### config.mk
export PLATFORM = sky130hd
export DESIGN_NAME = shift_reg_universal
export DESIGN_NICKNAME = d
export VERILOG_FILES = /design/src/rtl/shift_reg_pkg.sv /design/src/rtl/shift_reg_universal.sv
export SDC_FILE = /design/constraint.sdc
export NUM_CORES = 1
export LEC_CHECK = 0
export ABC_CLOCK_PERIOD_IN_PS = 1700
export BUFFER_PORTS_ARGS = -buffer_cell sky130_fd_sc_hd__buf_2
export CORE_MARGIN = 5
export CORE_UTILIZATION = 48
export CTS_CLUSTER_SIZE = 25
export DETAILED_ROUTE_END_ITERATION = 8
export PLACE_DENSITY_LB_ADDON = 0.1
export SYNTH_ARGS = -nofsm -noshare
export SYNTH_HDL_FRONTEND = slang
export SYNTH_SLANG_ARGS = --single-unit
### constraint.sdc
create_clock -name clock -period 1.7 [get_ports clock]
set_input_delay 0 -clock clock [delete_from_list [all_inputs] [get_ports clock]]
set_output_delay 0 -clock clock [all_outputs]
set_load 0.02 [all_outputs]
### src/rtl/shift_reg_pkg.sv
// Shared types and the single-step datapath function for shift_reg_universal.
// step() works on a zero-extended MaxWidth vector so any WIDTH up to MaxWidth can reuse it.
package shift_reg_pkg;

  localparam int unsigned MaxWidth = 64;

  typedef enum logic [2:0] {
    MODE_HOLD,
    MODE_LOAD,
    MODE_SHL,
    MODE_SHR,
    MODE_ROL,
    MODE_ROR,
    MODE_CLR,
    MODE_INV
  } mode_t;

  typedef enum logic {
    ST_IDLE,
    ST_BURST
  } state_t;

  function automatic logic is_shift(mode_t m);
    return (m == MODE_SHL) || (m == MODE_SHR) || (m == MODE_ROL) || (m == MODE_ROR);
  endfunction

  // Returns {sout_next, q_next}. LOAD is resolved by the caller since it needs d.
  // q must arrive with bits at and above width cleared.
  function automatic logic [MaxWidth:0] step(logic [MaxWidth-1:0] q, int unsigned width,
                                             mode_t mode, logic sin, logic sout);
    logic [MaxWidth-1:0] q_n;
    logic [MaxWidth-1:0] mask;
    logic [MaxWidth-1:0] top;
    logic                msb;
    logic                so;
    mask = '0;
    for (int unsigned i = 0; i < MaxWidth; i++) mask[i] = (i < width);
    top = q >> (width - 1);
    msb = top[0];
    so  = sout;
    q_n = q;
    case (mode)
      MODE_SHL: begin
        q_n = (q << 1) | MaxWidth'(sin);
        so  = msb;
      end
      MODE_SHR: begin
        q_n = (q >> 1) | (MaxWidth'(sin) << (width - 1));
        so  = q[0];
      end
      MODE_ROL: begin
        q_n = (q << 1) | MaxWidth'(msb);
        so  = msb;
      end
      MODE_ROR: begin
        q_n = (q >> 1) | (MaxWidth'(q[0]) << (width - 1));
        so  = q[0];
      end
      MODE_CLR: q_n = '0;
      MODE_INV: q_n = ~q;
      default:  q_n = q;
    endcase
    return {so, q_n & mask};
  endfunction

endpackage

### src/rtl/shift_reg_universal.sv
// WIDTH-bit universal register: per-cycle modes plus a counted burst-shift engine
// with start/busy/done handshake.
module shift_reg_universal
  import shift_reg_pkg::*;
#(
  parameter int unsigned       WIDTH       = 8,
  parameter logic [WIDTH-1:0]  RESET_VALUE = '0,
  localparam int unsigned      CNT_W       = $clog2(WIDTH + 1)
) (
  input  logic             clock,
  input  logic             nreset,
  input  logic [2:0]       mode,
  input  logic [WIDTH-1:0] d,
  input  logic             sin,
  input  logic             start,
  input  logic [CNT_W-1:0] count,
  output logic [WIDTH-1:0] q,
  output logic [WIDTH-1:0] nq,
  output logic             sout,
  output logic             busy,
  output logic             done
);

  state_t           state_q, state_d;
  logic [WIDTH-1:0] q_q, q_d;
  logic             sout_q, sout_d;
  logic             busy_q, busy_d;
  logic             done_q, done_d;
  mode_t            mode_lat_q, mode_lat_d;
  logic             sin_lat_q, sin_lat_d;
  logic [CNT_W-1:0] rem_q, rem_d;

  mode_t             step_mode;
  logic              step_sin;
  logic [MaxWidth:0] res;
  logic [CNT_W-1:0]  cnt_sat;

  assign cnt_sat = (count > CNT_W'(WIDTH)) ? CNT_W'(WIDTH) : count;

  always_comb begin
    state_d    = state_q;
    q_d        = q_q;
    sout_d     = sout_q;
    busy_d     = busy_q;
    done_d     = 1'b0;
    mode_lat_d = mode_lat_q;
    sin_lat_d  = sin_lat_q;
    rem_d      = rem_q;

    // In a burst the latched operation replaces the live inputs.
    step_mode = mode_t'(mode);
    step_sin  = sin;
    if (state_q == ST_BURST) begin
      step_mode = mode_lat_q;
      step_sin  = sin_lat_q;
    end
    res = step(MaxWidth'(q_q), WIDTH, step_mode, step_sin, sout_q);

    unique case (state_q)
      ST_IDLE: begin
        if (start && is_shift(step_mode)) begin
          if (cnt_sat == '0) begin
            done_d = 1'b1;
          end else begin
            q_d        = res[WIDTH-1:0];
            sout_d     = res[MaxWidth];
            mode_lat_d = step_mode;
            sin_lat_d  = sin;
            rem_d      = cnt_sat - CNT_W'(1);
            if (cnt_sat == CNT_W'(1)) begin
              done_d = 1'b1;
            end else begin
              state_d = ST_BURST;
              busy_d  = 1'b1;
            end
          end
        end else if (step_mode == MODE_LOAD) begin
          q_d = d;
        end else begin
          q_d    = res[WIDTH-1:0];
          sout_d = res[MaxWidth];
        end
      end
      ST_BURST: begin
        q_d    = res[WIDTH-1:0];
        sout_d = res[MaxWidth];
        rem_d  = rem_q - CNT_W'(1);
        if (rem_q == CNT_W'(1)) begin
          state_d = ST_IDLE;
          busy_d  = 1'b0;
          done_d  = 1'b1;
        end
      end
      default: state_d = ST_IDLE;
    endcase
  end

  always_ff @(posedge clock or negedge nreset) begin
    if (!nreset) begin
      state_q    <= ST_IDLE;
      q_q        <= RESET_VALUE;
      sout_q     <= 1'b0;
      busy_q     <= 1'b0;
      done_q     <= 1'b0;
      mode_lat_q <= MODE_HOLD;
      sin_lat_q  <= 1'b0;
      rem_q      <= '0;
    end else begin
      state_q    <= state_d;
      q_q        <= q_d;
      sout_q     <= sout_d;
      busy_q     <= busy_d;
      done_q     <= done_d;
      mode_lat_q <= mode_lat_d;
      sin_lat_q  <= sin_lat_d;
      rem_q      <= rem_d;
    end
  end

  if (WIDTH < MaxWidth) begin : g_unused
    logic unused_res_hi;
    assign unused_res_hi = ^res[MaxWidth-1:WIDTH];
  end

  assign q    = q_q;
  assign nq   = ~q_q;
  assign sout = sout_q;
  assign busy = busy_q;
  assign done = done_q;

endmodule

=== Yosys cells after proc, flatten, opt, wreduce, memory -nomap -nowiden ===
Cells that the tools add are included.

* Input port bits: 19
* Word-level logic and storage cells: 76
* Output and inout bits: 19
* Bits in registers: 20

* Bitwise operators: 8
* Mux-type cells: 31
* Order comparisons: 1
* Equality and inequality tests: 15
* Add/sub/neg operators: 2
* Reductions and logical operators: 11

{| class="wikitable"
|+ Operators with widths
! kind !! count
|-
| $pmux 8 s6 || 1
|-
| $mux 8 || 3
|-
| $mux 1 || 16
|-
| $not 8->8 || 2
|-
| $or 7x8->8 || 2
|-
| $or 8x1->8 || 2
|-
| $pmux 8 s2 || 1
|-
| $eq 3x3->1 const B || 4
|-
| $mux 4 || 3
|-
| $pmux 1 s2 || 5
|-
| $eq 4x1->1 const B || 2
|-
| $pmux 4 s2 || 1
|-
| $sub 4x1->4 const B || 2
|-
| $eq 3x2->1 const B || 2
|-
| $ne 2x2->1 const B || 3
|-
| $ne 3x3->1 const B || 2
|-
| $gt 4x4->1 const B || 1
|-
| $logic_not 4->1 || 1
|-
| $reduce_and 2->1 || 2
|-
| $reduce_and 4->1 || 1
|-
| $reduce_or 2->1 || 2
|-
| $eq 3x1->1 const B || 1
|-
| $logic_or 1x1->1 || 3
|-
| $mux 3 || 1
|-
| other kinds (4) || 5
|}

=== Logic depth before layout (Yosys ltp) ===
Gate-level depths: netlist of run 1.

* Depth in word-level cells: 8
* Depth in mapped cells: 7
* Mapped depth without buffers: 6

=== Least setup slack after synthesis of run 1 ===
No wires, ideal clock.

* Path type: register -> register
* Start: reg mode_lat_q[1]
* End: reg q_q[3] (netlist: q[3])
* Setup slack: 63 ps
* Stages on the path, launching flop included: 5
* Period minus slack after synthesis: 1637 ps
* Library setup time: 140 ps
* Data required time: 1560 ps
* Buffers on the path: 0
* Data arrival time: 1497 ps
* Path through: dfrtp_1 > xnor2_1 > o32ai_4 > a221oi_1 > o32ai_1

* Longest elaborated chain between the ends: 8
* Elaborated cells on any way between the ends: 18
* Classes of those cells: eq/ne (8); mux (6); reduce/logical (4)

{| class="wikitable"
|+ RTL lines
! element !! RTL line !! source
|-
| start, declared || shift_reg_universal.sv:29 || <nowiki>mode_t mode_lat_q, mode_lat_d;</nowiki>
|-
| start signal, assigned || shift_reg_universal.sv:114 || <nowiki>mode_lat_q <= mode_lat_d;</nowiki>
|-
| $mux 3 (*) || shift_reg_universal.sv:53 || <nowiki>if (state_q == ST_BURST) begin</nowiki>
|-
| branches (longest 7 deep; another with $pmux 8 s6) || n/a ||
|-
| end signal, assigned || shift_reg_universal.sv:110 || <nowiki>q_q <= q_d;</nowiki>
|-
| end, declared || shift_reg_universal.sv:25 || <nowiki>logic [WIDTH-1:0] q_q, q_d;</nowiki>
|}

Every way passes the cells marked *. The select of a mux whose other input is x is not followed.
A chain may end at the register's enable or synchronous reset.

=== Final worst setup path of run 1 ===
* Start: reg state_q
* End: reg sout_q (netlist: sout)

* Longest elaborated chain between the ends: 8
* Elaborated cells on any way between the ends: 21
* Classes of those cells: eq/ne (7); mux (6); bitwise (1); reduce/logical (7)

{| class="wikitable"
|+ RTL lines
! element !! RTL line !! source
|-
| start, declared || shift_reg_universal.sv:24 || <nowiki>state_t state_q, state_d;</nowiki>
|-
| start signal, assigned || shift_reg_universal.sv:109 || <nowiki>state_q <= state_d;</nowiki>
|-
| branches (longest 8 deep; another with $mux 3) || n/a ||
|-
| end signal, assigned || shift_reg_universal.sv:111 || <nowiki>sout_q <= sout_d;</nowiki>
|-
| end, declared || shift_reg_universal.sv:26 || <nowiki>logic sout_q, sout_d;</nowiki>
|}

Several ways; the timed one is not identified. The select of a mux whose other input is x is not followed.

==> run metrics, run 1 <==
outcome=complete, no violations; minimum clock period=1570 ps; Yosys reg bits=20; Design Area, Final=1880 µm²; gr usage total=0.191; Worst-Margin Slew=467 ps; ranking of synthesized cells by area=dfrtp_1 (33%), nor2_1 (4.5%), ha_1 (4.1%); Root Driver=clkbuf_4; P per Cell Area=1800 nW/µm²; setup slack after placement=53.7 ps; unrepaired setup endpoints after global routing=no; largest net degree at the start of global routing=21; dpl cell area=1760 µm²; Detailed Place HPWL=2.87 mm; Max Fanout on Critical Path=14; Required @ worst endpoint=1890 ps; Synth Flop Type=dfrtp_1; mux share of post-synthesis cell area=0.0348; Die ar.=4370 µm²; num ports=38; Synth Instances=162; fraction of registers with async set/reset=1.00; GRT overflow=0; TritonCTS clock tree=yes; period utilization=0.923; clock slew at reported path FFs=130 ps; post-synth cell types=48; fin. max-slew vios=0; post-synthesis xor/xnor area fraction=0.0596; Synth Area in Simple Gates=0.190; Hold Path Class=input pin to register; vias in the first global route=1429; Antenna Cells=0; LEAKAGE=0.843 nW; Synth Cell Area=1510 µm²; antenna-violating nets left=0; Rel. slew slack=0.689; final hold vios=0; WL final=3.81 mm; total core area=3030 µm²; IO Port Bufs=37; worst r2r src=state_q$_DFF_PN0_; Synth top area share=0.331; total of max-cap violations=0; DR WL/cell=14.9 µm; Post-synth EDFFs=0; vias per cell=5.50; number of buffers created by CTS=3; Final Util=0.620; first-pass GRT wire length=6.44 mm; First-pass DRT Iterations=4; post-synthesis compound-gate area fraction=0.260; area delta synth->final=24.2%; setup_tns=0 ps; clock skew=4.23 ps; RePlAce Congestion=0.801; hold_ws=17.2 ps; CP Class=register to register; cell taking the most area after synthesis=dfrtp_1; syn avg cell area=9.33 µm²; Arr. time, crit path=1760 ps; initial antenna violation count=0; adder and majority gate portion of the synthesized area=0.0480; Yosys warnings=0; chip width=66.1 µm; final setup margin=131 ps; Max clock buf depth=2; Die Ht=66.1 µm; Post-Synthesis Net Count=186; Nets=236; Max Freq=637 MHz; H-tree lvl count=1; IR drop worst, VDD=0.811 mV; 1st-iter DRT viols=74; DRC errors left=0; Hold Startpoint=mode[0]; CP endpoint kind=register; Seq/Total Area, Yosys=0.331; crit path launch=state_q$_DFF_PN0_; Setup crit start kind=register; Final setup violation count=0; via count=1402; standard-cell rows=20; worst skew pair latency=310 ps; layout cells sized above 1=0.327; largest family of logic cells by synthesized area=compound AO/OA/AOI/OAI gates; Starting Density=0.499; clk sinks=20
## through the flow
step / std cells / power, mW
after CTS: 255 / 3.37
after global placement: 246 / 2.89
after global routing: 255 / 3.64
after floorplan: 162 / 2.37
final: 255 / 3.37
after detailed placement: 246 / 2.94
## area by class of cell
cell class / count / area (µm²)
Timing Repair Buffer: 52 / 314
Multi-Input combinational cell: 122 / 905
Clock inverter: 1 / 30.0
Tap cell: 44 / 55.1
Inverter: 13 / 48.8
Sequential cell: 20 / 502
Clock buffer: 3 / 22.5
Fill cell: 255 / 1150
## cell usage after synthesis, drive strengths merged (4+ instances only)
master and n:
a21oi 14, a221oi 6, buf 6, dfrtp 20, ha 5, inv 13, nand2 15, nand2b 4
nor2 18, nor3 6, o21a 5, o21ai 6, o22ai 4, o32ai 6, xnor2 4
## critical path: stages (launching register included)
cell	delay, ps
dfrtp_2	460
buf_6	170
or3_1	560
a21oi_1	200
a31oi_1	60
## power breakdown
part / internal [mW] / leakage [nW] / switching (mW)
registers: 0.701 / 0.243 / 0.253
clock network: 0.238 / 0.0279 / 0.167
logic: 0.889 / 0.572 / 1.12
total: 1.83 / 0.843 / 1.55
## per-layer routing
metal	routed length (µm)	up-vias	global-route usage
met1	1640	651	0.229
met4	40	0	0.0685
met2	1850	54	0.336
met5	0	-	0
met3	270	4	0.0357
li1	-	693	-
## sequential cells by signal (all words and copies together) (netlist names)
name	cells
q	8
rem_q	4
sout	1
done	1
sin_lat_q	1
state_q	1
mode_lat_q	3
busy	1
## worst paths after layout
kind,end,slack [ps],cells past startpoint
min reg2reg,busy$_DFFE_PN0P_,520,2
max,sout$_DFFE_PN0P_,130,4
min,mode_lat_q[0]$_DFFE_PN0P_,20,2
max reg2reg,sout$_DFFE_PN0P_,130,4
min in group asynchronous,q[7]$_DFFE_PN0P_,160,2
max in group asynchronous,state_q$_DFF_PN0_,1200,2
## cell families (layout without fill, tap and decap cells)
kind of cell               count (synthesis)  after routing
and+or+nand+nor                           55             55
AOI/OAI and AO/OA                         50             50
DFF                                       20             20
buffers and inverters                     20             69
adders and majority gates                  6              6
xor gates and xnor gates                   6              6
muxes                                      5              5
## what timing repair did
item | in CTS | in global routing
setup buffers | 0 | 0
hold endpoints to repair | 24 | 0
resized for setup | 0 | 4
hold buffers | 5 | 0
setup endpoints to repair | 0 | 9
## layout by cell type, fill, tap and decap left out, types with 2 or more instances in the layout
cell and n:
a221oi_1 6, mux2i_1 3, buf_2 37, o21ai_0 6
nor3_1 5, inv_1 13, nand3_1 2, clkbuf_4 3
o22ai_1 3, dfrtp_1 19, o32ai_1 5, nand2b_1 3
dlygate4sd3_1 5, mux2_2 2, ha_1 5, a31oi_1 3
a21oi_1 12, nand2_1 14, xnor2_1 3, o21a_1 5
buf_4 9, nor2_1 18
(Power assumes the default switching activity.)
==> inputs of run 2 (changes only) <==
==> constraint.sdc (replaced) <==
create_clock -name clock -period 1.7 [get_ports clock]
set_input_delay 0.085 -clock clock [delete_from_list [all_inputs] [get_ports clock]]
set_output_delay 0.085 -clock clock [all_outputs]
set_load 0.02 [all_outputs]
==> run metrics, run 2 (synthesis results as in run 1) <==
number of buffers created by CTS=3; standard-cell rows=20; minimum clock period=1640 ps; First-pass DRT Iterations=4; final hold vios=0; Final setup violation count=0; Root Driver=clkbuf_4; worst skew pair latency=290 ps; Required @ worst endpoint=1900 ps; Multi-input gate area=912 µm²; clock slew at reported path FFs=110 ps; Die ar.=4370 µm²; Worst path max stage delay=470 ps; RePlAce Congestion=0.818; via count=1380; LEAKAGE=0.827 nW; IO Port Bufs=37; Rel. slew slack=0.685; total of max-cap violations=0; vias per cell=5.48; Hold Startpoint=sin; clk sinks=20; IR drop worst, VDD=0.874 mV; H-tree lvl count=1; critical-path cell list=buf_6 > o32ai_4 > a221oi_1 > o32ai_1; hold depth=2; Starting Density=0.499; most frequent cells in the layout=buf_2 (37), dfrtp_1 (19), nor2_1 (18); Arr. time, crit path=1840 ps; R2R depth=4; Sequential Area=502 µm²; P per Cell Area=1780 nW/µm²; total core area=3030 µm²; gr usage total=0.181; Max Fanout on Critical Path=20; first-pass GRT wire length=6.19 mm; flop-to-flop setup slack=60 ps; worst r2r src=state_q$_DFF_PN0_; CP Class=register to register; most common cell after layout, fill and taps aside=buf_2; layout cells sized above 1=0.341; num ports=38; outcome=complete, no violations; CP endpoint kind=register; antenna-violating nets left=0; DR WL/cell=14.8 µm; period utilization=0.967; Nets=234; Worst-Margin Slew=472 ps; unrepaired setup endpoints after global routing=yes; Hold Path Class=input pin to register; Final Util=0.604; # fillers=278; hold_ws=34.3 ps; area delta synth->final=21.0%; crit path launch=state_q$_DFF_PN0_; Max clock buf depth=2; largest net degree at the start of global routing=21; WL final=3.73 mm; fin. max-slew vios=0; initial antenna violation count=0; chip width=66.1 µm; Max Freq=609 MHz; clock skew=3.36 ps; Setup crit start kind=register; DRC errors left=0; GRT overflow=0; Antenna Cells=0; vias in the first global route=1390; Pwr Total=3.25 mW; TritonCTS clock tree=yes; setup_tns=0 ps; 1st-iter DRT viols=126; Die Ht=66.1 µm; max reg flops=8; Detailed Place HPWL=2.94 mm; Crit-path slowest cell=dfrtp_2
-- run 2: power by group --
part / leakage (nW) / switching, mW / internal (mW)
logic: 0.571 / 1.14 / 0.922
clock network: 0.0138 / 0.142 / 0.0824
registers: 0.243 / 0.259 / 0.701
-- run 2: layer usage --
| layer | routed length, µm | vias up | track usage |
|---|---|---|---|
| met5 | 0 | - | 0 |
| met4 | 35 | 0 | 0.0406 |
| met3 | 239 | 8 | 0.0238 |
| met2 | 1840 | 53 | 0.328 |
| met1 | 1610 | 634 | 0.226 |
| li1 | - | 685 | - |
-- run 2: area by class of cell --
cell class              instances  share of cell area
clock buffers                   3              0.0123
flip-flops and latches         20               0.274
repair buffers                 50               0.158
inverters                      13              0.0267
multi-input cells             122               0.499
well taps                      44              0.0301
-- run 2: worst max-delay path: cells and delay by family, from the launching register on --
kind	cells	cell delay (ps)
AOI/OAI and AO/OA	3	900
buffers and inverters	1	180
DFF	1	470
-- run 2: repair_timing --
item                                   in CTS  in global routing
setup endpoints to repair                   0                  8
endpoints found under the hold margin      20                  0
gates resized for setup                     0                  5
hold buffers                                1                  0
buffers inserted                            0                  1
-- run 2: stage by stage --
| stage | instance area, µm² | std cells | setup WS (ps) |
|---|---|---|---|
| 6_report | 1830 | 252 | 56.6 |
| 5_1_grt | 1830 | 252 | -10.4 |
| 4_1_cts | 1800 | 251 | 1.58 |
| 3_5_place_dp | 1770 | 247 | 17.7 |
| 3_3_place_gp | 1770 | 247 | 82.6 |
| 2_1_floorplan | 1510 | 162 | 63.4 |
-- run 2: path summary, 6_finish.rpt --
check	end
min reg2reg	busy$_DFFE_PN0P_
min	sin_lat_q$_DFFE_PN0P_
max	q[6]$_DFFE_PN0P_
max reg2reg	q[6]$_DFFE_PN0P_
min in group asynchronous	q[4]$_DFFE_PN0P_
max in group asynchronous	state_q$_DFF_PN0_
==> inputs of run 3 (changes only) <==
- ABC_CLOCK_PERIOD_IN_PS: 1700 -> 2100
- CORE_UTILIZATION: 48 -> 57
- RECOVER_POWER: default -> 100
- clock period: 1.7 -> 2.1 ns (I/O delays scaled with it)
==> run metrics, run 3 (synthesis results as in run 1) <==
DR WL/cell=15.6 µm; total core area=2500 µm²; worst setup path end=q[6]$_DFFE_PN0P_; # fillers=232; most common cell after layout, fill and taps aside=clkbuf_1; CP endpoint kind=register; WL final=3.62 mm; minimum clock period=1830 ps; Max clock buf depth=2; CP top delay family=simple AND/OR/NAND/NOR gates; Setup crit start kind=register; LEAKAGE=0.724 nW; DRC errors left=0; Hold Path Class=input pin to register; r2r endpoint=q[6]$_DFFE_PN0P_; Crit-path slowest cell=or3_2; setup bufs post-CTS=0; outcome=complete, no violations; Worst path max stage delay=540 ps; clock slew at reported path FFs=110 ps; IO Port Bufs=37; period utilization=0.873; WP depth=5; critical-path cell list=nand2b_2 > or3_2 > nor2_1 > o21a_1 > o32ai_1; flop-to-flop setup slack=270 ps; worst skew pair latency=290 ps; CP Class=register to register; Max Fanout on Critical Path=11; 1st-iter DRT viols=124; layout cells sized above 1=0.194; Rel. slew slack=0.261; vias in the first global route=1359; largest net degree at the start of global routing=21; CP Buf/Inv Count=0; P per Cell Area=1460 nW/µm²; Die ar.=3780 µm²; H-tree lvl count=1; vias per cell=6.16; Final setup violation count=0; crit path launch=state_q$_DFF_PN0_; Max Freq=545 MHz; antenna-violating nets left=0; Nets=227; Arr. time, crit path=2000 ps; RePlAce Congestion=0.864; Die Ht=61.5 µm; final hold vios=0; Starting Density=0.605; first-pass GRT wire length=6.04 mm; GRT overflow=0; clk sinks=20; First-pass DRT Iterations=4; num ports=38; gr usage total=0.212; max reg flops=8; IR drop worst, VDD=0.920 mV; standard-cell rows=18; via count=1424; Final Util=0.681; worst r2r src=state_q$_DFF_PN0_; Detailed Place HPWL=2.76 mm; unrepaired setup endpoints after global routing=no; total of max-cap violations=0; clock skew=8.10 ps; Antenna Cells=0; R2R depth=5; area delta synth->final=12.7%; fin. max-slew vios=0; TritonCTS clock tree=yes; chip width=61.5 µm; number of buffers created by CTS=3; Root Driver=clkbuf_4; Required @ worst endpoint=2270 ps; initial antenna violation count=0; Worst-Margin Slew=1110 ps; most frequent cells in the layout=clkbuf_1 (21), dfrtp_1 (20), nor2_1 (18); setup_tns=0 ps
[run 3: through the flow]
step,hold slack [ps],setup WS [ps],std cells,cell area [µm²],total power [mW]
6_report,53.8,266,231,1700,2.49
3_3_place_gp,77.8,378,227,1700,2.30
5_1_grt,40.9,126,231,1700,2.71
2_1_floorplan,-191,463,162,1510,1.92
4_1_cts,39.9,271,231,1740,2.54
3_5_place_dp,81.8,288,227,1700,2.35
[run 3: worst register-to-register path: stages (launching register included)]
cell and delay (ps):
dfrtp_1 490, nand2b_2 270, or3_2 540, nor2_1 190, o21a_1 140, o32ai_1 80
[run 3: layout make-up]
| cell class | count | area, µm² | area share |
|---|---|---|---|
| multi-input combinational | 122 | 890 | 0.522 |
| tap | 30 | 37.5 | 0.0220 |
| inverter | 13 | 48.8 | 0.0287 |
| sequential | 20 | 500 | 0.294 |
| timing repair buffer | 43 | 204 | 0.120 |
| clock buffer | 3 | 22.5 | 0.0132 |
[run 3: how the worst min path moves through the flow]
stage                                       end    from  cells past startpoint  slack, ps
after floorplan                busy$_DFFE_PN0P_  nreset                      0       -190
after global placement         q[5]$_DFFE_PN0P_  nreset                      1         80
after detailed placement       q[5]$_DFFE_PN0P_  nreset                      1         80
after CTS                 sin_lat_q$_DFFE_PN0P_     sin                      2         40
after global routing      sin_lat_q$_DFFE_PN0P_     sin                      2         40
final                     sin_lat_q$_DFFE_PN0P_     sin                      2         50
[run 3: timing repair]
| item | CTS | global route |
|---|---|---|
| gates resized for setup | 0 | 0 |
| setup endpoints to repair | 0 | 0 |
| hold buffers | 1 | 0 |
| hold endpoints to repair | 20 | 0 |
[run 3: report_power, final]
group          total (mW)  switching, mW  leakage (nW)  internal [mW]
Clock               0.179          0.112        0.0138         0.0667
Combinational        1.53          0.899         0.466          0.630
Sequential          0.782          0.216         0.244          0.566
Total                2.49           1.23         0.724           1.26
[run 3: layer usage]
layer  GRT usage  vias up  part of all wire
li1            -      676                 -
met4      0.0818        0            0.0047
met5           0        -                 0
met1       0.260      688              0.44
met2       0.371       58              0.47
met3      0.0335        2             0.087
